### config.mk
export PLATFORM = sky130hd
export DESIGN_NAME = multicycle_controller
export DESIGN_NICKNAME = d
export VERILOG_FILES = /design/src/rtl/ctrl_pkg.sv /design/src/rtl/alu_op_decoder.sv /design/src/rtl/multicycle_controller.sv
export SDC_FILE = /design/constraint.sdc
export NUM_CORES = 1
export LEC_CHECK = 0
export CORE_MARGIN = 1
export CORE_UTILIZATION = 45
export CTS_CLUSTER_DIAMETER = 100
export DETAILED_ROUTE_END_ITERATION = 16
export PLACE_DENSITY = 0.92
export SLEW_MARGIN = 5
export SYNTH_ARGS = -nofsm -noshare
export SYNTH_HDL_FRONTEND = slang
export SYNTH_HIERARCHICAL = 1
export SYNTH_SLANG_ARGS = --single-unit
### constraint.sdc
create_clock -name clk -period 2.6 [get_ports clk]
set_input_delay 0.52 -clock clk [delete_from_list [all_inputs] [get_ports clk]]
set_output_delay 0.52 -clock clk [all_outputs]
set_load 0.005 [all_outputs]
### src/rtl/ctrl_pkg.sv
// Shared encodings for the multicycle controller: FSM states, ALU/cmd/op codes, mux selects.
package ctrl_pkg;

  typedef enum logic [3:0] {
    S_FETCH   = 4'd0,
    S_DECODE  = 4'd1,
    S_MEMADR  = 4'd2,
    S_MEMRD   = 4'd3,
    S_MEMWB   = 4'd4,
    S_MEMWR   = 4'd5,
    S_EXECR   = 4'd6,
    S_EXECI   = 4'd7,
    S_ALUWAIT = 4'd8,
    S_ALUWB   = 4'd9,
    S_BRANCH  = 4'd10
  } state_e;

  localparam logic [2:0] ALU_ADD = 3'b000;
  localparam logic [2:0] ALU_SUB = 3'b001;
  localparam logic [2:0] ALU_MOD = 3'b010;
  localparam logic [2:0] ALU_MUL = 3'b011;
  localparam logic [2:0] ALU_AND = 3'b100;

  localparam logic [3:0] CMD_ADD = 4'b0100;
  localparam logic [3:0] CMD_SUB = 4'b0010;
  localparam logic [3:0] CMD_AND = 4'b1000;
  localparam logic [3:0] CMD_MUL = 4'b1100;
  localparam logic [3:0] CMD_MOD = 4'b0000;

  localparam logic [1:0] OP_DP  = 2'b00;
  localparam logic [1:0] OP_MEM = 2'b01;
  localparam logic [1:0] OP_BR  = 2'b10;
  localparam logic [1:0] OP_ILL = 2'b11;

  localparam logic [1:0] RES_ALUOUT = 2'b00;
  localparam logic [1:0] RES_RDATA  = 2'b01;
  localparam logic [1:0] RES_ALU    = 2'b10;

  localparam logic [1:0] SRCA_RD1    = 2'b00;
  localparam logic [1:0] SRCA_PC     = 2'b01;
  localparam logic [1:0] SRCA_ALUOUT = 2'b10;

  localparam logic [1:0] SRCB_RD2   = 2'b00;
  localparam logic [1:0] SRCB_IMM   = 2'b01;
  localparam logic [1:0] SRCB_FOUR  = 2'b10;

  localparam logic [1:0] IMM_DP  = 2'b00;
  localparam logic [1:0] IMM_MEM = 2'b01;
  localparam logic [1:0] IMM_BR  = 2'b10;

  function automatic int max2(input int a, input int b);
    return (a > b) ? a : b;
  endfunction

endpackage

### src/rtl/alu_op_decoder.sv
// Combinational DP cmd decode: ALU operation, flag-write mask, multicycle and implemented flags.
module alu_op_decoder
  import ctrl_pkg::*;
(
  input  logic [3:0] cmd_i,
  input  logic       s_i,
  output logic [2:0] alu_ctrl_o,
  output logic [1:0] flag_mask_o,
  output logic       multi_o,
  output logic       impl_o
);

  logic arith;

  always_comb begin
    alu_ctrl_o = ALU_ADD;
    multi_o    = 1'b0;
    impl_o     = 1'b1;
    arith      = 1'b0;
    case (cmd_i)
      CMD_ADD: arith = 1'b1;
      CMD_SUB: begin
        alu_ctrl_o = ALU_SUB;
        arith      = 1'b1;
      end
      CMD_AND: alu_ctrl_o = ALU_AND;
      CMD_MUL: begin
        alu_ctrl_o = ALU_MUL;
        multi_o    = 1'b1;
      end
      CMD_MOD: begin
        alu_ctrl_o = ALU_MOD;
        multi_o    = 1'b1;
      end
      default: impl_o = 1'b0;
    endcase
  end

  // C,V only carry meaning for add/subtract results
  assign flag_mask_o = {s_i, s_i & arith};

endmodule

### src/rtl/multicycle_controller.sv
// Multicycle control FSM for the shared-ALU datapath; Moore outputs gated by CondEx/MemReady/Rd.
// Stalls in FETCH/MEMRD/MEMWR until MemReady; MUL/MOD hold the ALU for exactly N cycles.
module multicycle_controller
  import ctrl_pkg::*;
#(
  parameter int MUL_CYCLES = 4,
  parameter int MOD_CYCLES = 8
) (
  input  logic       clk,
  input  logic       reset,
  input  logic [1:0] Op,
  input  logic [5:0] Funct,
  input  logic [3:0] Rd,
  input  logic       CondEx,
  input  logic       MemReady,
  output logic       IRWrite,
  output logic       PCWrite,
  output logic       AdrSrc,
  output logic       RegW,
  output logic       MemW,
  output logic [1:0] ResultSrc,
  output logic [1:0] ALUSrcA,
  output logic [1:0] ALUSrcB,
  output logic [1:0] ImmSrc,
  output logic [1:0] RegSrc,
  output logic [2:0] ALUControl,
  output logic [1:0] FlagW,
  output logic       Illegal
);

  localparam int CW = $clog2(max2(MUL_CYCLES, MOD_CYCLES) + 1);
  localparam logic [CW-1:0] MUL_LOAD = CW'(MUL_CYCLES - 1);
  localparam logic [CW-1:0] MOD_LOAD = CW'(MOD_CYCLES - 1);

  state_e          state_q;
  logic [CW-1:0]   cnt_q;

  logic [2:0]      dec_alu;
  logic [1:0]      dec_flags;
  logic            dec_multi;
  logic            dec_impl;
  logic [CW-1:0]   n_load;
  logic            imm_op;
  logic            load_op;
  logic            rd_pc;

  logic            ir_w;
  logic            pc_w;
  logic            reg_w;
  logic            mem_w;
  logic [1:0]      flag_w;

  alu_op_decoder u_dec (
    .cmd_i       (Funct[4:1]),
    .s_i         (Funct[0]),
    .alu_ctrl_o  (dec_alu),
    .flag_mask_o (dec_flags),
    .multi_o     (dec_multi),
    .impl_o      (dec_impl)
  );

  assign imm_op  = Funct[5];
  assign load_op = Funct[0];
  assign rd_pc   = (Rd == 4'hF);
  assign n_load  = (dec_alu == ALU_MUL) ? MUL_LOAD : MOD_LOAD;

  always_ff @(posedge clk or negedge reset) begin
    if (!reset) begin
      state_q <= S_FETCH;
      cnt_q   <= '0;
    end else begin
      case (state_q)
        S_FETCH:  if (MemReady) state_q <= S_DECODE;
        S_DECODE: begin
          case (Op)
            OP_MEM:  state_q <= S_MEMADR;
            OP_DP:   state_q <= !dec_impl ? S_FETCH : (imm_op ? S_EXECI : S_EXECR);
            OP_BR:   state_q <= S_BRANCH;
            default: state_q <= S_FETCH;
          endcase
        end
        S_MEMADR: state_q <= load_op ? S_MEMRD : S_MEMWR;
        S_MEMRD:  if (MemReady) state_q <= S_MEMWB;
        S_MEMWR:  if (MemReady) state_q <= S_FETCH;
        S_EXECR, S_EXECI: begin
          if (dec_multi) begin
            cnt_q   <= n_load;
            state_q <= (n_load == '0) ? S_ALUWB : S_ALUWAIT;
          end else begin
            state_q <= S_ALUWB;
          end
        end
        // EXEC counted the first ALU cycle, so leaving on a count of 1 gives N in total
        S_ALUWAIT: begin
          cnt_q <= cnt_q - 1'b1;
          if (cnt_q == CW'(1)) state_q <= S_ALUWB;
        end
        default:  state_q <= S_FETCH;
      endcase
    end
  end

  always_comb begin
    ir_w       = 1'b0;
    pc_w       = 1'b0;
    reg_w      = 1'b0;
    mem_w      = 1'b0;
    flag_w     = 2'b00;
    AdrSrc     = 1'b0;
    ResultSrc  = RES_ALUOUT;
    ALUSrcA    = SRCA_RD1;
    ALUSrcB    = SRCB_RD2;
    ImmSrc     = IMM_DP;
    RegSrc     = 2'b00;
    ALUControl = ALU_ADD;
    Illegal    = 1'b0;
    case (state_q)
      S_FETCH: begin
        ir_w      = MemReady;
        pc_w      = MemReady;
        ResultSrc = RES_ALU;
        ALUSrcA   = SRCA_PC;
        ALUSrcB   = SRCB_FOUR;
      end
      S_DECODE: begin
        ALUSrcA = SRCA_PC;
        ALUSrcB = SRCB_FOUR;
        Illegal = (Op == OP_ILL) || ((Op == OP_DP) && !dec_impl);
      end
      S_MEMADR: begin
        ALUSrcB = SRCB_IMM;
        ImmSrc  = IMM_MEM;
      end
      S_MEMRD:  AdrSrc = 1'b1;
      S_MEMWR: begin
        AdrSrc = 1'b1;
        RegSrc = 2'b10;
        mem_w  = CondEx & MemReady;
      end
      S_MEMWB: begin
        ResultSrc = RES_RDATA;
        reg_w     = CondEx;
        pc_w      = CondEx & rd_pc;
      end
      S_EXECR, S_EXECI, S_ALUWAIT: begin
        ALUSrcB    = imm_op ? SRCB_IMM : SRCB_RD2;
        ALUControl = dec_alu;
      end
      S_ALUWB: begin
        reg_w  = CondEx;
        pc_w   = CondEx & rd_pc;
        flag_w = CondEx ? dec_flags : 2'b00;
      end
      S_BRANCH: begin
        ResultSrc = RES_ALU;
        ALUSrcB   = SRCB_IMM;
        ImmSrc    = IMM_BR;
        RegSrc    = 2'b01;
        pc_w      = CondEx;
      end
      default: ;
    endcase
  end

  // No strobe may reach the datapath while reset is held, even with MemReady high
  assign IRWrite = reset & ir_w;
  assign PCWrite = reset & pc_w;
  assign RegW    = reset & reg_w;
  assign MemW    = reset & mem_w;
  assign FlagW   = reset ? flag_w : 2'b00;

endmodule

* Word level (Yosys, flattened, before mapping)
Index checks and enable logic that the tools add are counted.
** Cells by class
- Add/subtract/negate cells :: 1
- Multiply operators :: 0
- Divide/modulo/power cells :: 0
- Magnitude comparators :: 0
- Equal/unequal tests :: 25
- Shifts and indexed selects :: 0
- Multiplexer cells :: 34
- Bitwise logic cells :: 7
- Reductions and logical operators :: 20
** Operators with widths (count)
- $pmux W4 S7 :: 1
- $eq A4 B4 Y1 const B :: 6
- $eq A4 B3 Y1 const B :: 5
- $mux W4 :: 5
- $reduce_or A2 Y1 :: 8
- $mux W1 :: 13
- $eq A4 B2 Y1 const B :: 3
- $logic_not A4 Y1 :: 3
- $mux W3 :: 4
- $pmux W2 S2 :: 3
- $pmux W3 S4 :: 1
- $pmux W4 S3 :: 1
- $ne A2 B2 Y1 const B :: 5
- $eq A4 B1 Y1 const B :: 2
- $pmux W4 S2 :: 1
- $and A1 B1 Y1 :: 7
- $mux W2 :: 3
- $pmux W2 S3 :: 1
- $reduce_or A5 Y1 :: 1
- $eq A2 B2 Y1 const B :: 2
- $reduce_and A4 Y1 :: 1
- $sub A4 B1 Y4 const B :: 1
- $eq A3 B2 Y1 const B :: 1
- $pmux W1 S3 :: 1
- other kinds (8) :: 8
** Word-level totals
- Register bits after elaboration :: 8
- Latch bits :: 0
- RAM bits :: 0
- ROM bits :: 0
- Output and inout bits :: 21
- Memories kept :: 0

* Longest topological paths before layout
- Depth after elaboration :: 8
- Depth in mapped cells :: 7
- Depth with buffers taken out :: 6

* Cells and area by module
The synthesis kept the hierarchy.
** Modules (own cells, without submodules)
- multicycle_controller :: instances 1, cells each 103, area each 812.0 µm², seq. area each 200.2 µm²
- alu_op_decoder :: instances 1, cells each 11, area each 81.3 µm², seq. area each 0.0 µm²

* Worst setup path after synthesis
Ideal clock, no wire load.
- Path kind :: in2out
- Start :: input Funct[3]
- End :: output ALUControl[1]
- Arrival :: 1.392 ns
- Data required time :: 2.080 ns
- Setup slack :: 0.688 ns
- Stages :: 4
- Path buffers :: 1
- Cell sequence :: or2_2 > a211oi_1 > buf_4 > and2_1
** Between the ends
- Word-level cells in the longest chain between the ends :: 3
** RTL lines
- from (decl) :: line multicycle_controller.sv:12 : input logic [5:0] Funct,
- $eq A4 B4 Y1 (tied with other cells) :: line alu_op_decoder.sv:20 : case (cmd_i)
- $pmux W3 S4 * :: line alu_op_decoder.sv:20
- via dec_alu[1] :: line multicycle_controller.sv:38 : logic [2:0] dec_alu;
- $mux W3 * :: line multicycle_controller.sv:117 : case (state_q)
- to (decl) :: line multicycle_controller.sv:26 : output logic [2:0] ALUControl,
The timed path passes the listed nets; every way through them passes the cells marked *.

* Final worst setup path
- Start :: input Funct[4]
- End :: output ALUControl[1]
** Between the ends
- Word-level cells in the longest chain between the ends :: 3
** RTL lines (line)
- $eq A4 B4 Y1 (tied with other cells) :: alu_op_decoder.sv:20
- $pmux W3 S4 * :: alu_op_decoder.sv:20
- $mux W3 * :: multicycle_controller.sv:117
Mark *: on every way between the ends. The rest lies on a longest branch, timed or not.

==> summary.txt <==
Global route
  • GRT Total Usage: 25.4%
  • Overflow left after global routing: 0
  • Global routing usage on met2: 46.1%
  • Initial antenna violation count: 0
  • Vias in the first global route: 917
  • First-pass GRT wire length: 3.98 mm
  • Met3 Use GR: 3.53%
  • Global routing's busiest layer: met2
  • Routing usage on met1: 31.1%
  • Pin count of the biggest net entering global routing: 21

Clock network
  • Num Clock Sinks: 8
  • Hold-fix buffers, CTS: 0
  • Clock latency at the later pin of the worst-skew pair: 240 ps
  • CTS buffer count: 3
  • Clk buf depth: 2
  • Reg clk slew, reported paths: 50 ps
  • H-tree depth: 1
  • Post-CTS Setup Bufs: 0
  • Root Buffer: clkbuf_4
  • CTS tree: yes

Critical path
  • Critical R2R Capture: cnt_q[2]$_DFFE_PN0P_
  • Critical Path RT: 2080 ps
  • Crit Path Class: input pin to output port
  • Startpoint Class: input pin
  • Cell Chain, Critical Path: dlygate4sd2_1, or2_2, a211oi_2, and2_1, clkdlybuf4s50_1
  • Worst r2r src: state_q[3]$_DFFE_PN0P_
  • Buf/Inv on CP: 2
  • Worst reg-to-reg path cell count: 6
  • Largest stage delay, worst path: 490 ps
  • Delay-heaviest family, CP: buffers and inverters
  • Crit. End Element: output port
  • Critical-path top delay cell: clkdlybuf4s50_1
  • Critical path depth in cells: 5
  • WP data arrival: 1990 ps
  • R2R Setup Slk: 980 ps
  • Critical Path Fanout Max: 5

Detailed routing
  • Final wirelength: 2.54 mm
  • First drt pass iteration count: 4
  • DR iter-0 viols: 29
  • DRC errors left: 0
  • Drt via density: 5.58
  • Via count: 1004
  • WL/cell: 14.1 um
  • Routed Antenna Nets: 0

Yosys
  • Top cell type's share of synthesized area: 22.4%
  • Top cells by area, synth: dfrtp_1 (22%), nor3_1 (7.8%), buf_4 (4.2%), nand2b_1 (4.2%), nor4b_1 (3.9%)
  • Yosys reg bits: 8
  • Post-synth cell types: 46
  • Count leader, synth: nor3_1
  • Ys async rst share: 100%
  • Syn Inst Count: 114
  • Post-synth top area cell: dfrtp_1
  • Syn Nets: 132
  • Mapped Area: 893 um2
  • Ys Warns: 6
  • Post-synth EDFFs: 0
  • Commonest cells in the netlist: nor3_1 (14), dfrtp_1 (8), nand2_1 (7), a21oi_1 (6), nand2b_1 (6)
  • Synth Area per Inst: 7.84 um2
  • Top_reg_cell synth: dfrtp_1
  • Register area share after synthesis: 22.4%

Placed design
  • GP Congestion: 0.806
  • Post-DP HPWL: 1.99 mm
  • Placed cell area: 1310 um2
  • Count of port buffers added during placement: 35

Timing
  • Fmax: 399 MHz
  • Post-route minimum period: 2510 ps
  • Final hold viol count: 0
  • Unrepaired setup endpoints after global routing: yes
  • Clk_skew: 0.445 ps
  • Post-route clock period utilization: 96.4%
  • Slew Limit Fails: 0
  • Final setup fails: 0

Min path
  • WHS Path Cells: 1
  • Worst hold path class: register to register
  • Hold path endpoint: cnt_q[3]$_DFFE_PN0P_
  • Worst Hold Launch: cnt_q[3]$_DFFE_PN0P_

Floorplanning
  • Die Wd: 46.6 um
  • Die Area: 2170 um2
  • Core Region: 1800 um2
  • Die Y: 46.6 um
  • Initial Utilization: 49.6%
  • Ports: 37
  • Row cnt: 15

Power and ir drop
  • Max VDD drop: 635 uV
  • Leakage: 0.605 nW
  • Power Density: 738 nW/um2
  • PnR Total Power: 1.01 mW

Layout
  • Fin nets: 175
  • Ant diodes: 0
  • Post-route cell area: 1370 um2
  • Layout cells sized above 1: 20.0%
  • Synth-to-layout area growth: 53.1%

Run status
  • Status: complete, no violations

Job
  • MaxCap Viol Count: 0
through the flow:
stage | util [%] | hold slack, ps | setup WS, ps | TNS (ps) | instances
after floorplan | - | 224 | 688 | 0 | 114
after global placement | 72.6 | 541 | -151 | -575 | 177
after detailed placement | 72.6 | 552 | -207 | -854 | 177
after CTS | 74.2 | 566 | 0.593 | 0 | 180
after global routing | 75.9 | 593 | -16.9 | -16.9 | 180
final | 75.9 | 565 | 94.9 | 0 | 180
logic make-up after synthesis:
| group | Yosys count | synth area share [%] |
|---|---|---|
| simple gates | 54 | 36.0 |
| compound gates | 24 | 19.3 |
| buf+inv | 17 | 10.5 |
| flops | 8 | 22.4 |
| xor+xnor | 5 | 4.90 |
| mux | 3 | 3.64 |
| fa+ha+maj | 2 | 2.80 |
| other cells | 1 | 0.420 |
what timing repair did:
| item | in CTS | in global routing |
|---|---|---|
| endpoints found under the setup margin | 6 | 7 |
| resized for setup | 9 | 8 |
| pin swaps | 1 | 1 |
| cloned | 0 | 0 |
power breakdown:
group          switching, mW  internal (mW)
sequential            0.0902          0.176
clock                 0.0313         0.0521
combinational          0.307          0.352
state kept, by name, summed over array words and instances (netlist names):
| register | count |
|---|---|
| state_q | 4 |
| cnt_q | 4 |
layout make-up:
| type | instances | area (um2) |
|---|---|---|
| Clock buffer | 3 | 22.5 |
| Sequential cell | 8 | 204 |
| Timing Repair Buffer | 49 | 457 |
| Inverter | 6 | 22.5 |
| Fill cell | 126 | 434 |
| Multi-Input combinational cell | 89 | 631 |
| Tap cell | 25 | 31.3 |
cells in the final DEF, fill, tap and decap left out, types with 3 or more instances in the layout:
| cell | instances |
|---|---|
| dfrtp_1 | 5 |
| buf_4 | 14 |
| clkdlybuf4s50_1 | 27 |
| nor2_1 | 5 |
| nand2b_1 | 6 |
| nor4_1 | 3 |
| a22oi_1 | 3 |
| dfrtp_2 | 3 |
| nand2_1 | 7 |
| dlygate4sd2_1 | 5 |
| nor3_1 | 13 |
| inv_1 | 5 |
| and2_1 | 5 |
| a21oi_1 | 5 |
| dlymetal6s2s_1 | 3 |
| clkbuf_4 | 3 |
| xnor2_1 | 3 |
metal layers:
layer	part of all wire, %	vias up
li1	-	499
met4	0	0
met5	0	-
met1	42	474
met3	6.1	0
met2	52	31
worst reg2reg max path: cells and delay by family, from the launching register on:
family	cells	cell delay, ps
flops	1	370
compound gates	3	600
buf+inv	2	370
simple gates	1	150
how the worst max path moves through the flow:
stage,slack (ps),endpoint,from
after detailed placement,-210,ALUControl[0],Funct[4]
after CTS,0.6,ALUControl[0],Funct[3]
after global routing,-20,FlagW[0],state_q[2]$_DFFE_PN0P_
after floorplan,690,ALUControl[1],Funct[3]
after global placement,-150,Illegal,Funct[4]
final,90,ALUControl[1],Funct[4]
Note: power is estimated with default switching activity, not from simulation.
